$ cat src/rtl/cpu_trace_formatter.sv
// Serializes one CPU write-back record into the ASCII trace stream read by cpu_checker:
// "^<time>@<pc>: $<grf> <= <data>#" or "^<time>@<pc>: *<addr> <= <data>#", one char per beat.
module cpu_trace_formatter #(
    parameter int SPC_COLON = 1,
    parameter int SPC_ARROW = 1
) (
    input  logic        clk,
    input  logic        reset,
    input  logic        in_valid,
    output logic        in_ready,
    input  logic [13:0] in_time,
    input  logic [31:0] in_pc,
    input  logic        in_is_reg,
    input  logic [4:0]  in_grf,
    input  logic [31:0] in_addr,
    input  logic [31:0] in_data,
    output logic        out_valid,
    input  logic        out_ready,
    output logic [7:0]  char,
    output logic        out_last
);

    typedef enum logic [4:0] {
        S_IDLE, S_CONV, S_CARET, S_TIME, S_AT, S_PC, S_COLON, S_SP1, S_TYPE,
        S_REG, S_ADDR, S_SP2, S_LT, S_EQ, S_SP3, S_DATA, S_HASH
    } state_t;

    localparam logic [3:0]  CONV_STEPS  = 4'd14;
    localparam logic [13:0] TIME_MAX    = 14'd9999;
    localparam logic [3:0]  SPC_COLON_W = 4'(SPC_COLON);
    localparam logic [3:0]  SPC_ARROW_W = 4'(SPC_ARROW);

    localparam logic [7:0] CH_CARET = 8'h5E;
    localparam logic [7:0] CH_AT    = 8'h40;
    localparam logic [7:0] CH_COLON = 8'h3A;
    localparam logic [7:0] CH_SPACE = 8'h20;
    localparam logic [7:0] CH_DOLLAR = 8'h24;
    localparam logic [7:0] CH_STAR  = 8'h2A;
    localparam logic [7:0] CH_LT    = 8'h3C;
    localparam logic [7:0] CH_EQ    = 8'h3D;
    localparam logic [7:0] CH_HASH  = 8'h23;

    state_t      state_q, state_d, next_field;
    logic [2:0]  cnt_q, cnt_d;
    logic [3:0]  conv_cnt_q;
    logic [15:0] bcd_q;
    logic [13:0] bin_q;
    logic [31:0] pc_q, addr_q, data_q;
    logic        is_reg_q;
    logic [3:0]  grf_tens_q, grf_ones_q;

    logic        accept, beat, field_done;
    logic [3:0]  field_len;
    logic [2:0]  time_digits, grf_digits;
    logic [3:0]  grf_tens_d, grf_ones_d;
    logic [15:0] bcd_adj;
    logic [13:0] time_clamped;

    function automatic logic [7:0] hex_ascii(input logic [3:0] n);
        return (n < 4'd10) ? (8'h30 + {4'h0, n}) : (8'h57 + {4'h0, n});
    endfunction

    function automatic logic [3:0] nibble(input logic [31:0] w, input logic [2:0] idx);
        return w[{idx, 2'b00} +: 4];
    endfunction

    assign accept       = in_valid & in_ready;
    assign beat         = out_valid & out_ready;
    assign time_clamped = (in_time > TIME_MAX) ? TIME_MAX : in_time;

    // Register number is small enough to split into tens/ones directly at accept.
    always_comb begin
        grf_tens_d = 4'd0;
        grf_ones_d = 4'(in_grf);
        if (in_grf >= 5'd30) begin
            grf_tens_d = 4'd3;
            grf_ones_d = 4'(in_grf - 5'd30);
        end else if (in_grf >= 5'd20) begin
            grf_tens_d = 4'd2;
            grf_ones_d = 4'(in_grf - 5'd20);
        end else if (in_grf >= 5'd10) begin
            grf_tens_d = 4'd1;
            grf_ones_d = 4'(in_grf - 5'd10);
        end
    end

    always_comb begin
        bcd_adj = bcd_q;
        for (int i = 0; i < 4; i++) begin
            if (bcd_q[4*i +: 4] >= 4'd5) bcd_adj[4*i +: 4] = bcd_q[4*i +: 4] + 4'd3;
        end
    end

    always_comb begin
        if (bcd_q[15:12] != 4'd0)     time_digits = 3'd4;
        else if (bcd_q[11:8] != 4'd0) time_digits = 3'd3;
        else if (bcd_q[7:4] != 4'd0)  time_digits = 3'd2;
        else                          time_digits = 3'd1;
    end

    assign grf_digits = (grf_tens_q != 4'd0) ? 3'd2 : 3'd1;

    // NOTE: state lives in always_ff with <= only; combinational logic uses = so
    // every reader sees the same pre-edge values regardless of evaluation order.
    always_ff @(posedge clk or negedge reset) begin
        if (!reset) begin
            bin_q      <= '0;
            bcd_q      <= '0;
            conv_cnt_q <= '0;
            pc_q       <= '0;
            addr_q     <= '0;
            data_q     <= '0;
            is_reg_q   <= 1'b0;
            grf_tens_q <= '0;
            grf_ones_q <= '0;
        end else if (accept) begin
            bin_q      <= time_clamped;
            bcd_q      <= '0;
            conv_cnt_q <= '0;
            pc_q       <= in_pc;
            addr_q     <= in_addr;
            data_q     <= in_data;
            is_reg_q   <= in_is_reg;
            grf_tens_q <= grf_tens_d;
            grf_ones_q <= grf_ones_d;
        end else if (state_q == S_CONV && conv_cnt_q != CONV_STEPS) begin
            {bcd_q, bin_q} <= {bcd_adj, bin_q} << 1;
            conv_cnt_q     <= conv_cnt_q + 4'd1;
        end
    end

    always_ff @(posedge clk or negedge reset) begin
        if (!reset) begin
            state_q <= S_IDLE;
            cnt_q   <= '0;
        end else begin
            state_q <= state_d;
            cnt_q   <= cnt_d;
        end
    end

    // Character count of the field currently being emitted.
    always_comb begin
        case (state_q)
            S_TIME:               field_len = {1'b0, time_digits};
            S_REG:                field_len = {1'b0, grf_digits};
            S_PC, S_ADDR, S_DATA: field_len = 4'd8;
            S_SP1:                field_len = SPC_COLON_W;
            S_SP2, S_SP3:         field_len = SPC_ARROW_W;
            default:              field_len = 4'd1;
        endcase
    end

    assign field_done = ({1'b0, cnt_q} == field_len - 4'd1);

    always_comb begin
        case (state_q)
            S_CARET: next_field = S_TIME;
            S_TIME:  next_field = S_AT;
            S_AT:    next_field = S_PC;
            S_PC:    next_field = S_COLON;
            S_COLON: next_field = (SPC_COLON != 0) ? S_SP1 : S_TYPE;
            S_SP1:   next_field = S_TYPE;
            S_TYPE:  next_field = is_reg_q ? S_REG : S_ADDR;
            S_REG,
            S_ADDR:  next_field = (SPC_ARROW != 0) ? S_SP2 : S_LT;
            S_SP2:   next_field = S_LT;
            S_LT:    next_field = S_EQ;
            S_EQ:    next_field = (SPC_ARROW != 0) ? S_SP3 : S_DATA;
            S_SP3:   next_field = S_DATA;
            S_DATA:  next_field = S_HASH;
            default: next_field = S_IDLE;
        endcase
    end

    // NOTE: defaults first so no path through the case leaves a signal unassigned,
    // which would otherwise infer a latch.
    always_comb begin
        state_d = state_q;
        cnt_d   = cnt_q;
        case (state_q)
            S_IDLE: if (accept) state_d = S_CONV;
            S_CONV: if (conv_cnt_q == CONV_STEPS) state_d = S_CARET;
            default: begin
                if (beat) begin
                    if (field_done) begin
                        cnt_d   = '0;
                        state_d = next_field;
                    end else begin
                        cnt_d = cnt_q + 3'd1;
                    end
                end
            end
        endcase
    end

    assign in_ready  = reset && (state_q == S_IDLE);
    assign out_valid = (state_q != S_IDLE) && (state_q != S_CONV);
    assign out_last  = (state_q == S_HASH);

    // Output depends only on registered state, so it holds steady across stalls.
    always_comb begin
        char = 8'h00;
        case (state_q)
            S_CARET: char = CH_CARET;
            S_TIME:  char = hex_ascii(nibble({16'h0, bcd_q}, time_digits - 3'd1 - cnt_q));
            S_AT:    char = CH_AT;
            S_PC:    char = hex_ascii(nibble(pc_q, 3'd7 - cnt_q));
            S_COLON: char = CH_COLON;
            S_SP1, S_SP2, S_SP3: char = CH_SPACE;
            S_TYPE:  char = is_reg_q ? CH_DOLLAR : CH_STAR;
            S_REG:   char = hex_ascii((grf_digits == 3'd2 && cnt_q == 3'd0) ? grf_tens_q
                                                                           : grf_ones_q);
            S_ADDR:  char = hex_ascii(nibble(addr_q, 3'd7 - cnt_q));
            S_LT:    char = CH_LT;
            S_EQ:    char = CH_EQ;
            S_DATA:  char = hex_ascii(nibble(data_q, 3'd7 - cnt_q));
            S_HASH:  char = CH_HASH;
            default: char = 8'h00;
        endcase
    end

endmodule
$ cat config.mk
export PLATFORM = sky130hd
export DESIGN_NAME = cpu_trace_formatter
export DESIGN_NICKNAME = d
export VERILOG_FILES = /design/src/rtl/cpu_trace_formatter.sv
export SDC_FILE = /design/constraint.sdc
export NUM_CORES = 1
export LEC_CHECK = 0
export ABC_CLOCK_PERIOD_IN_PS = 7950
export CAP_MARGIN = 20
export CORE_ASPECT_RATIO = 0.75
export CORE_MARGIN = 8
export CORE_UTILIZATION = 59
export DETAILED_ROUTE_END_ITERATION = 6
export PLACE_DENSITY = 0.85
export SYNTH_ARGS = -nofsm -noshare
export SYNTH_HDL_FRONTEND = slang
export SYNTH_SLANG_ARGS = --single-unit
$ cat constraint.sdc
create_clock -name clk -period 7.95 [get_ports clk]
set_input_delay 1.59 -clock clk [delete_from_list [all_inputs] [get_ports clk]]
set_output_delay 1.59 -clock clk [all_outputs]
set_load 0.01 [all_outputs]
After elaboration in Yosys (flattened, before gate mapping):

Cells that the tools add are included.

* add/subtract/negate cells: 23
* shift operators: 4
* magnitude comparators: 13
* bitwise operators: 3
* equal/unequal tests: 23
* multiplexer cells: 38
* reduce and logical (&&, ||, !) cells: 20

Operators with widths (count)
* 32-bit by 6-bit variable part select with 4-bit output: 4
* 8-bit case mux with 13 select lines: 1
* 5-bit case mux with 13 select lines: 1
* 4-bit 2-to-1 mux: 11
* 14-bit 2-to-1 mux: 3
* 7-bit by 4-bit adder with 8-bit output, first input constant: 5
* 5-bit by 4-bit equality test with 1-bit output, second input constant: 8
* 8-bit 2-to-1 mux: 5
* 6-bit by 4-bit adder with 7-bit output, first input constant: 5
* 16-bit 2-to-1 mux: 2
* 5-bit by 3-bit equality test with 1-bit output, second input constant: 4
* 4-bit less-than comparator, second input constant: 5
* 5-bit 2-to-1 mux: 4
* 4-bit by 3-bit greater-or-equal comparator with 1-bit output, second input constant: 4
* 4-bit nonzero test: 4
* 14-bit greater-than comparator, second input constant: 1
* 4-bit by 2-bit adder with 4-bit output, second input constant: 3
* 4-bit case mux with 3 select lines: 1
* 5-bit by 2-bit equality test with 1-bit output, second input constant: 2
* 5-bit greater-or-equal comparator, second input constant: 2
* 2-bit 2-to-1 mux: 5
* 5-bit case mux with 2 select lines: 1
* 3-bit 2-to-1 mux: 3
* 4-bit subtractor, second input constant: 2
* other kinds (31): 38

* output and inout port bits: 11
* word-level logic and storage cells: 135
* bits in registers: 147
* input bits: 120

Depth between registers and ports, before layout:

Gate-level depths: netlist of run 1.

* word-level depth: 10
* gate-level depth with buffers: 17
* mapped depth without buffers: 17

Worst setup path after synthesis of run 1:

No wires, ideal clock.

* path kind: register to output
* start point: register bcd_q[12]
* end point: output port char[0]
* arrival time: 3.058 ns
* data required time: 6.360 ns
* path buffers: 1
* slack: 3.302 ns
* cell stages (with the launch flop): 14
* cells stage by stage: dfrtp_1 inv_1 ha_1 or3b_1 buf_6 a31oi_1 fa_1 mux4_2 or2_2 nand2_1 xor2_1 nor2_1 nor3_1 nand3_1

* word-level cells in the longest chain between the ends: 8
* elaborated cells between the ends (all ways): 10
* those cells by class: add/sub (4); order compare (1); shift (1); mux (3); reduce/logical (1)

Ends and longest elaborated chain
* start, declared: RTL line 46 `logic [15:0] bcd_q;`
* start signal, assigned: RTL line 127 `{bcd_q, bin_q} <= {bcd_adj, bin_q} << 1;`
* 4-bit nonzero test: RTL line 95 `if (bcd_q[15:12] != 4'd0) time_digits = 3'd4;`
* 3-bit 2-to-1 mux: RTL line 95
* 3-bit by 1-bit subtractor with 3-bit output: RTL line 206 `S_TIME: char = hex_ascii(nibble({16'h0, bcd_q}, time_digits - 3'd1 - cnt_q));`
* 3-bit subtractor: RTL line 206
* 32-bit by 6-bit variable part select with 4-bit output *: RTL line 64 `return w[{idx, 2'b00} +: 4];`
* 7-bit by 4-bit adder with 8-bit output, or another cell as far along: RTL line 60 `return (n < 4'd10) ? (8'h30 + {4'h0, n}) : (8'h57 + {4'h0, n});`
* 8-bit 2-to-1 mux *: RTL line 60
* 8-bit case mux with 13 select lines *: RTL line 204 `case (state_q)`
* end, declared: RTL line 19 `output logic [7:0] char,`

Mark *: on every way between the ends. The rest lies on a longest branch, timed or not.

Final worst setup path of run 1:

* start point: register bcd_q[4]
* end point: output port char[2]

* word-level cells in the longest chain between the ends: 10
* elaborated cells between the ends (all ways): 12
* those cells by class: add/sub (4); order compare (1); shift (1); mux (5); reduce/logical (1)

Ends and longest elaborated chain
* 4-bit nonzero test: RTL line 97 `else if (bcd_q[7:4] != 4'd0) time_digits = 3'd2;`
* 2-bit 2-to-1 mux: RTL line 97
* 2-bit 2-to-1 mux: RTL line 96 `else if (bcd_q[11:8] != 4'd0) time_digits = 3'd3;`
* 3-bit 2-to-1 mux: RTL line 95
* 3-bit by 1-bit subtractor with 3-bit output: RTL line 206
* 3-bit subtractor: RTL line 206
* 32-bit by 6-bit variable part select with 4-bit output *: RTL line 64
* 7-bit by 4-bit adder with 8-bit output, or another cell as far along: RTL line 60
* 8-bit 2-to-1 mux *: RTL line 60
* 8-bit case mux with 13 select lines *: RTL line 204

Marks and branches as above.

==> results of run 1 <==
[report_power, final]
part	internal [mW]	leakage [nW]	switching [mW]	total [mW]
Clock	0.505	0.306	0.342	0.847
Sequential	0.911	1.90	0.222	1.13
Combinational	0.620	2.79	0.701	1.32
[registers in the layout, indices dropped and copies added (netlist names)]
name,flops
addr_q,32
bin_q,14
is_reg_q,1
pc_q,32
bcd_q,16
grf_ones_q,4
conv_cnt_q,4
grf_tens_q,2
state_q,5
data_q,32
cnt_q,3
[per-stage QoR]
| step | worst slack [ns] | hold WS [ns] | cells | power, mW |
|---|---|---|---|---|
| floorplan | 3.30 | 0.437 | 994 | 2.05 |
| global placement | 2.60 | 0.453 | 1273 | 2.35 |
| CTS | 1.90 | 0.474 | 1305 | 3.28 |
| finish | 1.82 | 0.472 | 1306 | 3.30 |
| global route | 1.60 | 0.493 | 1306 | 3.48 |
| detailed placement | 2.48 | 0.459 | 1273 | 2.40 |
[cells in the final DEF (no fill, tap or decap), types with 13 or more instances in the layout]
master             n
o21ai_0           31
xnor2_1           13
nor2_1            46
a21oi_1           54
mux4_2            24
dfrtp_1          144
ha_1              24
nand3_1           21
inv_1             28
nand2_1          369
clkdlybuf4s50_1  128
clkbuf_16         17
nor3_1            16
[metal layers]
layer | vias to the layer above | share of wire | GRT usage
met5 | - | 0 | 0
met4 | 0 | 0.027 | 0.0816
met3 | 65 | 0.082 | 0.0624
met2 | 382 | 0.46 | 0.387
met1 | 3636 | 0.43 | 0.339
li1 | 3585 | - | -
[synthesized netlist by cell type (4+ instances only)]
master and instances:
nor3b_1 4, mux4_1 4, nand2_1 370, o21ai_0 31
nor3_1 16, inv_1 28, a21boi_0 4, nor2b_1 9
xnor2_1 13, nor2_1 46, buf_6 4, nand2b_1 10
mux2i_1 12, xor2_1 8, nand3_1 21, dfrtp_1 145
and3_1 4, mux4_2 24, buf_2 21, clkbuf_1 27
ha_1 24, a21o_1 4, o22ai_1 11, and2_1 4
a21oi_1 54, a31oi_1 12, a211oi_1 6, o31ai_1 6
[layout make-up]
| type | instances | area (um2) |
|---|---|---|
| well taps | 200 | 250 |
| clock buffers | 17 | 425 |
| clock inverters | 15 | 196 |
| inverters | 29 | 109 |
| repair buffers | 137 | 1360 |
| fillers | 1051 | 3840 |
| flip-flops and latches | 145 | 3630 |
| multi-input cells | 763 | 4550 |
[worst min-delay path, delay by kind of cell (launching register included)]
family	cells	cell delay, ns
flip-flops	1	0.34
AND/OR/NAND/NOR	2	0.10
[logic make-up (layout without fill, tap and decap cells)]
logic type               count (synthesis)  count (layout)  synth area share
AND/OR/NAND/NOR                        507             507             0.248
AO/OA/AOI/OAI                          164             164             0.124
flip-flops                             145             145             0.423
buffers and inverters                   86             198            0.0484
multiplexers                            43              43            0.0932
adder cells (fa/ha/maj)                 25              25            0.0373
XOR/XNOR                                23              23            0.0260
other                                    1               1          0.000437
[final timing paths]
| check | from | end | slack (ns) | cells past startpoint |
|---|---|---|---|---|
| setup / recovery | bcd_q[4] | char[2] | 1.82 | 16 |
| hold reg to reg | pc_q[20] | pc_q[20] | 0.47 | 2 |
| max in group asynchronous | reset | pc_q[18] | 5.37 | 2 |
| hold / removal | pc_q[20] | pc_q[20] | 0.47 | 2 |
| setup reg to reg | state_q[0] | state_q[4] | 4.32 | 9 |
| min in group asynchronous | reset | bin_q[0] | 1.15 | 1 |
==> results.yml, run 1 <==
status:
  outcome: "completed"
run:
  drv_cap: 0
global_routing:
  grt-ovfl-total: 0
  grt_usage: 0.249
  antenna_found_initial: 0
  grt_max_degree: 97
  grt_pass1_vias: 7396
  grt_pass1_wl_um: 37400
synth:
  syn_inst: 994
  syn-num-nets: 1139
  synthesis.area_um2: 8580
  ys_warn_count: 0
  ys_top_cells_by_area: "dfrtp_1 42%, nand2_1 16%, mux4_2 6.3%, ha_1 3.5%, a21oi_1 3.2%"
  synthFlopType: "dfrtp_1"
  synth_top_area_frac: 0.423
  synth.distinct_cells: 75
  avgSynthCellArea_um2: 8.63
  yosysTopAreaCell: "dfrtp_1"
  async_reset_ff_frac: 1.00
  synth-edff-count: 0
  synth-seq-cells: 145
  synth-seq-area-share: 0.423
setup_path:
  path_buf_inv: 2
  slowest_delay_ns: 0.59
  critical_path_required_ns: 6.36
  path_cells: "inv_1 -> ha_1 -> nor3b_1 -> and3b_1 -> nor2_1 -> ha_1 -> fa_1 -> mux4_2 -> nand2_1 -> ha_1 -> nand2_1 -> a21oi_1 -> nor2_1 -> a311oi_1 -> nand4_1 -> clkdlybuf4s50_1"
  cp_max_fo: 6
  timing.critical_path.max_delay_family: "adder cells"
  cp_data_arrival_time_ns: 4.54
  slowest_stage: "fa_1"
  cp-start-kind: "register"
  worst_path_most_repeated_cell: "ha_1"
  crit_type: "reg -> out"
  cp-end-kind: "output pin"
finish:
  finalInstanceArea_um2: 10500
  drive_gt1_frac: 0.0750
  syn2layout_area_growth_pct: 22.6
  finish.utilization: 0.732
  diodes: 0
  layout.nets: 1238
clocking:
  insertion_delay_ns: 0.43
  cts_setup_buffers: 0
  clockBufferDepth: 2
  cts_tree: "done"
  cts_sinks: 145
  hold_buffers: 0
  clk_pin_slew_ns: 0.07
  clock-root-buffer: "clkbuf_16"
  cts_buffers: 17
  cts-htree-levels: 4
  cts-resized-gates: 0
sta:
  rsz0062_at_grt: "no"
  fmax_ghz: 0.163
  finalHoldViolations: 0
  tightest_slew_ns: 1.00
  min_period_ns: 6.13
  period_share: 0.770
  slew_headroom: 0.324
  fin_worst_skew_ns: 0.00982
  finalSetupViolCount: 0
  finalMaxSlewViolations: 0
  setup_tns_ns: 0
route:
  wirelength_um: 23000
  via_per_inst: 5.87
  drc: 0
  first_pass_iters: 6
  drtAntennaViolNets: 0
  drt_iter0_drc: 841
  avgRoutedWirePerCell_um: 17.6
  via_count: 7668
floorplanning:
  num_rows: 38
  start_util: 0.598
  core_area_um2: 14400
  die_w_um: 155
  dieArea_um2: 18700
  io_pins: 131
  die_y_um: 120
place:
  io_buffers: 129
  gp_congestion: 0.948
  dp_hpwl_um: 15700
  placed_cell_area_um2: 9880
worst_hold_path:
  hold_path.class: "reg -> reg"
power_and_ir_drop:
  p_leak_nw: 5.00
  power_density_nw_per_um2: 314
  ir_drop_v: 0.000155
Power figures use the tool's default switching activity.
==> inputs of run 2 (changes only) <==
==> config.mk (replaced) <==
export PLATFORM = sky130hd
export DESIGN_NAME = cpu_trace_formatter
export DESIGN_NICKNAME = d
export VERILOG_FILES = /design/src/rtl/cpu_trace_formatter.sv
export SDC_FILE = /design/constraint.sdc
export NUM_CORES = 1
export LEC_CHECK = 0
export ABC_CLOCK_PERIOD_IN_PS = 5530
export CAP_MARGIN = 20
export CORE_ASPECT_RATIO = 0.75
export CORE_MARGIN = 8
export CORE_UTILIZATION = 50
export DETAILED_ROUTE_END_ITERATION = 6
export PLACE_DENSITY = 0.77
export SYNTH_ARGS = -nofsm -noshare
export SYNTH_HDL_FRONTEND = slang
export SYNTH_SLANG_ARGS = --single-unit
==> constraint.sdc (replaced) <==
create_clock -name clk -period 5.53 [get_ports clk]
set_input_delay 1.106 -clock clk [delete_from_list [all_inputs] [get_ports clk]]
set_output_delay 1.106 -clock clk [all_outputs]
set_load 0.01 [all_outputs]
==> run 2 against run 1 <==
Against the previous run: clock skew up 0.0034 ns; hold slack hardly changed; clock power grew 44%; die area is 16% higher; largest cell class unchanged; routed wire length down 0.50%; cell area is 0.90% higher; combinational power up 45%; register-to-register slack worse by 2.4 ns; first-iteration DRC count rose by 0.59%; critical path type unchanged; sequential share of layout area down 0.29 points; sequential cell count is the same.
==> results.yml, run 2 (synthesis results as in run 1) <==
floorplanning:
  io_pins: 131
  die_w_um: 167
  start_util: 0.510
  die_y_um: 129
  num_rows: 41
  dieArea_um2: 21600
  core_area_um2: 16800
sta:
  min_period_ns: 5.38
  period_share: 0.972
  finalHoldViolations: 0
  fin_worst_skew_ns: 0.0132
  tightest_slew_ns: 1.01
  fmax_ghz: 0.186
  slew_headroom: 0.322
  finalSetupViolCount: 0
  finalMaxSlewViolations: 0
  setup_ws_ns: 0.152
place:
  dp_slack_ns: 0.512
  io_buffers: 129
  dp_hpwl_um: 16000
  place_inst: 1292
  gp_congestion: 0.873
global_routing:
  grt_pass1_vias: 7489
  antenna_found_initial: 0
  grt_max_degree: 91
  grt_pass1_wl_um: 37600
  grt-ovfl-total: 0
  grt_usage: 0.216
power_and_ir_drop:
  intPower_mw: 2.93
  combPwrFrac: 0.402
  ir_drop_v: 0.000185
  p_leak_nw: 5.03
  seqPwrFrac: 0.341
  switchingPower_mw: 1.83
  swShare: 0.385
  power_density_nw_per_um2: 448
  clkPwrFrac: 0.256
route:
  first_pass_iters: 5
  avgRoutedWirePerCell_um: 17.3
  drtAntennaViolNets: 0
  via_per_inst: 5.63
  via_count: 7459
  drc: 0
  drt_iter0_drc: 846
  wirelength_um: 22900
worst_hold_path:
  hold_path.class: "reg -> reg"
  hp-start: "pc_q[4]"
  hold_depth: 2
  holdPathEnd: "pc_q[4]"
finish:
  final_cell_mix: "369 x nand2_1, 142 x dfrtp_1, 127 x clkdlybuf4s50_1"
  largestRegisters: "addr_q x32, data_q x32, pc_q x32"
  final_cells: 1325
  diodes: 0
  drive_gt1_frac: 0.0865
  layout_commonest_cell: "nand2_1"
  syn2layout_area_growth_pct: 23.7
  layout.nets: 1242
clocking:
  clockBufferDepth: 2
  clk_pin_slew_ns: 0.07
  clock-root-buffer: "clkbuf_16"
  hold_buffers: 0
  cts-htree-levels: 4
  insertion_delay_ns: 0.44
  cts_tree: "done"
  cts_sinks: 145
  cts_buffers: 17
setup_path:
  cp_max_fo: 5
  cp_data_arrival_time_ns: 4.27
  ff2ff_setup_slack_ns: 1.93
  ff2ff_path_depth: 9
  regToRegStartpoint: "state_q[0]"
  cp-end-kind: "output pin"
  worst_r2r_endpoint: "state_q[4]"
  crit_type: "reg -> out"
  critical_path_required_ns: 4.42
  cp-start-kind: "register"
status:
  outcome: "completed"
run:
  drv_cap: 0
[run 2: cell types whose count changed in the layout (fill, tap and decap cells not counted), moves of 2 or more]
cell | before | now
buf_4 | 7 | 11
clkinv_2 | 2 | 0
clkinv_4 | 2 | 0
clkinv_8 | 0 | 2
dfrtp_1 | 144 | 142
dfrtp_2 | 1 | 3
[run 2: layout make-up]
class                           instances  area (um2)
Clock buffer                           18         439
Sequential cell                       145        3630
Clock inverter                         14         188
Timing Repair Buffer                  141        1400
Multi-Input combinational cell        763        4580
Tap cell                              215         269
Fill cell                            1397        6210
Inverter                               29         109
[run 2: power groups by stage]
stage | registers, mW | logic (mW) | clock network [mW]
4_1_cts | 1.61 | 1.88 | 1.23
6_report | 1.62 | 1.91 | 1.22
3_3_place_gp | 1.61 | 1.80 | 0
2_1_floorplan | 1.48 | 1.47 | 0
3_5_place_dp | 1.62 | 1.85 | 0
5_1_grt | 1.66 | 2.11 | 1.28
[run 2: critical path, stage by stage, from the launching register on]
cell             delay [ns]
dfrtp_1                0.42
inv_1                  0.10
ha_1                   0.22
nor3b_2                0.17
and3b_2                0.28
nor2_1                 0.05
ha_1                   0.20
fa_2                   0.60
mux4_2                 0.37
or2_2                  0.34
nand2_1                0.10
xor2_1                 0.15
nor2_1                 0.07
nor3_1                 0.13
nand3_1                0.13
clkdlybuf4s50_1        0.50
[run 2: how the worst max path moves through the flow]
stage                          from       to  cells past startpoint
after detailed placement   bcd_q[4]  char[2]                     16
after global placement     bcd_q[4]  char[2]                     18
after floorplan           bcd_q[12]  char[0]                     13
after global routing       bcd_q[5]  char[0]                     15
after CTS                  bcd_q[4]  char[2]                     18
final                      bcd_q[5]  char[0]                     15
[run 2: layer usage]
metal,GRT usage,part of all wire,up-vias
met5,0,0,-
met4,0.0649,0.016,0
met3,0.0678,0.082,33
met2,0.336,0.45,280
met1,0.287,0.46,3554
li1,-,-,3592
[run 2: repair_timing]
action	4_1_cts	5_1_grt
setup buffers	0	1
endpoints found under the setup margin	0	5
resized for setup	0	10
[run 2: metrics by stage]
| stage | hold WS (ns) | setup TNS, ns | area, um2 | util | power [mW] |
|---|---|---|---|---|---|
| 3_3_place_gp | 0.452 | 0 | 9940 | 0.591 | 3.41 |
| 2_1_floorplan | 0.437 | 0 | 8580 | - | 2.95 |
| 4_1_cts | 0.475 | 0 | 10600 | 0.628 | 4.72 |
| 5_1_grt | 0.483 | -0.0277 | 10600 | 0.631 | 5.05 |
| 3_5_place_dp | 0.457 | 0 | 9940 | 0.591 | 3.48 |
| 6_report | 0.472 | 0 | 10600 | 0.631 | 4.76 |
==> inputs of run 3 (changes only) <==
==> config.mk (replaced) <==
export PLATFORM = sky130hd
export DESIGN_NAME = cpu_trace_formatter
export DESIGN_NICKNAME = d
export VERILOG_FILES = /design/src/rtl/cpu_trace_formatter.sv
export SDC_FILE = /design/constraint.sdc
export NUM_CORES = 1
export LEC_CHECK = 0
export ABC_CLOCK_PERIOD_IN_PS = 5200
export CAP_MARGIN = 20
export CORE_ASPECT_RATIO = 0.75
export CORE_MARGIN = 8
export CORE_UTILIZATION = 55
export DETAILED_ROUTE_END_ITERATION = 6
export PLACE_DENSITY = 0.8
export SKIP_CTS_REPAIR_TIMING = 1
export SYNTH_ARGS = -nofsm -noshare
export SYNTH_HDL_FRONTEND = slang
export SYNTH_SLANG_ARGS = --single-unit
==> constraint.sdc (replaced) <==
create_clock -name clk -period 5.2 [get_ports clk]
set_input_delay 1.04 -clock clk [delete_from_list [all_inputs] [get_ports clk]]
set_output_delay 1.04 -clock clk [all_outputs]
set_load 0.01 [all_outputs]
==> run 3 against run 2 <==
Against the previous run: sequential power grew 6%; combinational power increased by 7%; utilization is 6.2 points higher; hold slack lost 0.0025 ns; non-clock buffer count is the same; largest cell class unchanged; clock power shrank 4%; count of clock-buffer cells in the layout stayed put; die area decreased by 8.1%; via count increased by 0.39%; critical path depth decreased by 3; sequential share of layout area grew 0.19 points.
==> results.yml, run 3 (synthesis results as in run 1) <==
place:
  gp_congestion: 0.923
  dp_hpwl_um: 16100
  place_inst: 1282
  io_buffers: 129
  placed_cell_area_um2: 9920
clocking:
  clockBufferDepth: 2
  cts_tree: "done"
  cts-htree-levels: 4
  cts_buffers: 17
  cts_sinks: 145
  insertion_delay_ns: 0.43
  clk_pin_slew_ns: 0.06
  clock-root-buffer: "clkbuf_16"
global_routing:
  grt_pass1_vias: 7202
  grt-ovfl-total: 0
  grt_usage: 0.229
  grt_max_degree: 74
  grt_pass1_wl_um: 36600
  antenna_found_initial: 0
setup_path:
  cp-end-kind: "output pin"
  worst_r2r_endpoint: "state_q[1]"
  cp-start-kind: "register"
  ff2ff_setup_slack_ns: 1.70
  regToRegStartpoint: "state_q[0]"
  cp_data_arrival_time_ns: 4.06
  crit_type: "reg -> out"
  ff2ff_path_depth: 10
  critical_path_required_ns: 4.16
  cp_max_fo: 6
floorplanning:
  start_util: 0.564
  core_area_um2: 15200
  dieArea_um2: 19900
  die_w_um: 160
  num_rows: 39
  io_pins: 131
  die_y_um: 124
worst_hold_path:
  hp-start: "data_q[4]"
  hold_depth: 2
  hold_path.class: "reg -> reg"
  holdPathEnd: "data_q[4]"
sta:
  rsz0062_at_grt: "no"
  finalSetupViolCount: 0
  fmax_ghz: 0.196
  tightest_slew_ns: 0.867
  min_period_ns: 5.10
  fin_worst_skew_ns: 0.00651
  slew_headroom: 0.422
  period_share: 0.981
  finalMaxSlewViolations: 0
  finalHoldViolations: 0
  worst_hold_slack_ns: 0.469
finish:
  largestRegisters: "addr_q x32, data_q x32, pc_q x32"
  syn2layout_area_growth_pct: 23.0
  layout.nets: 1242
  finalInstanceArea_um2: 10600
  finish.utilization: 0.693
  layout_commonest_cell: "nand2_1"
  final_cell_mix: "369 x nand2_1, 143 x dfrtp_1, 123 x clkdlybuf4s50_1"
  drive_gt1_frac: 0.0857
  diodes: 0
  final_cells: 1314
route:
  via_count: 7488
  via_per_inst: 5.70
  first_pass_iters: 5
  drc: 0
  avgRoutedWirePerCell_um: 17.3
  drtAntennaViolNets: 0
  drt_iter0_drc: 721
  wirelength_um: 22700
status:
  outcome: "completed"
power_and_ir_drop:
  p_leak_nw: 5.06
  power_density_nw_per_um2: 468
  ir_drop_v: 0.000310
run:
  drv_cap: 0
-- run 3: changes by cell type in the layout (fill, tap and decap cells not counted), moves of 2 or more --
cell,delta
dlymetal6s2s_1,+4
clkdlybuf4s50_1,-4
clkinv_8,-2
clkinvlp_4,+3
inv_8,-3
-- run 3: worst max-delay path: stages, from the launching register on --
cell and delay (ns):
dfrtp_2 0.42, inv_1 0.06, ha_1 0.23, nor3b_2 0.18, and3b_2 0.28, nor2_1 0.06, ha_1 0.19, fa_2 0.58
mux4_2 0.37, or2_2 0.34, o221a_1 0.24, nand2_1 0.11, clkdlybuf4s50_1 0.56
-- run 3: worst max path at each step --
stage	depth (start not counted)	endpoint	slack, ns	start
global route	12	char[3]	0.01	bcd_q[4]
CTS	18	char[2]	-0.23	bcd_q[4]
global placement	16	char[2]	0.39	bcd_q[4]
floorplan	13	char[0]	1.10	bcd_q[12]
finish	12	char[3]	0.10	bcd_q[4]
detailed placement	18	char[2]	0.23	bcd_q[4]
-- run 3: metal layers --
layer  part of all wire  GRT usage  up-vias
met5                  0          0        -
met4              0.011     0.0664        0
met3              0.078     0.0588       24
met2               0.45      0.353      285
met1               0.46      0.317     3580
li1                   -          -     3599
-- run 3: per-stage QoR --
stage | setup WS (ns) | total power [mW] | TNS, ns
after global placement | 0.388 | 3.62 | 0
final | 0.101 | 4.94 | 0
after CTS | -0.233 | 4.89 | -0.753
after floorplan | 1.10 | 3.13 | 0
after detailed placement | 0.235 | 3.70 | 0
after global routing | 0.0101 | 5.23 | 0
-- run 3: cell type report --
type / instances / area [um2]
multi-input cells: 763 / 4580
fillers: 1157 / 4670
inverters: 29 / 109
repair buffers: 141 / 1400
clock buffers: 18 / 439
clock inverters: 13 / 128
flip-flops and latches: 145 / 3630
well taps: 205 / 256
-- run 3: power by group --
| group | internal (mW) | switching, mW | leakage (nW) |
|---|---|---|---|
| registers | 1.39 | 0.318 | 1.90 |
| logic | 0.957 | 1.09 | 2.89 |
| clock network | 0.675 | 0.500 | 0.264 |
| total | 3.03 | 1.91 | 5.06 |
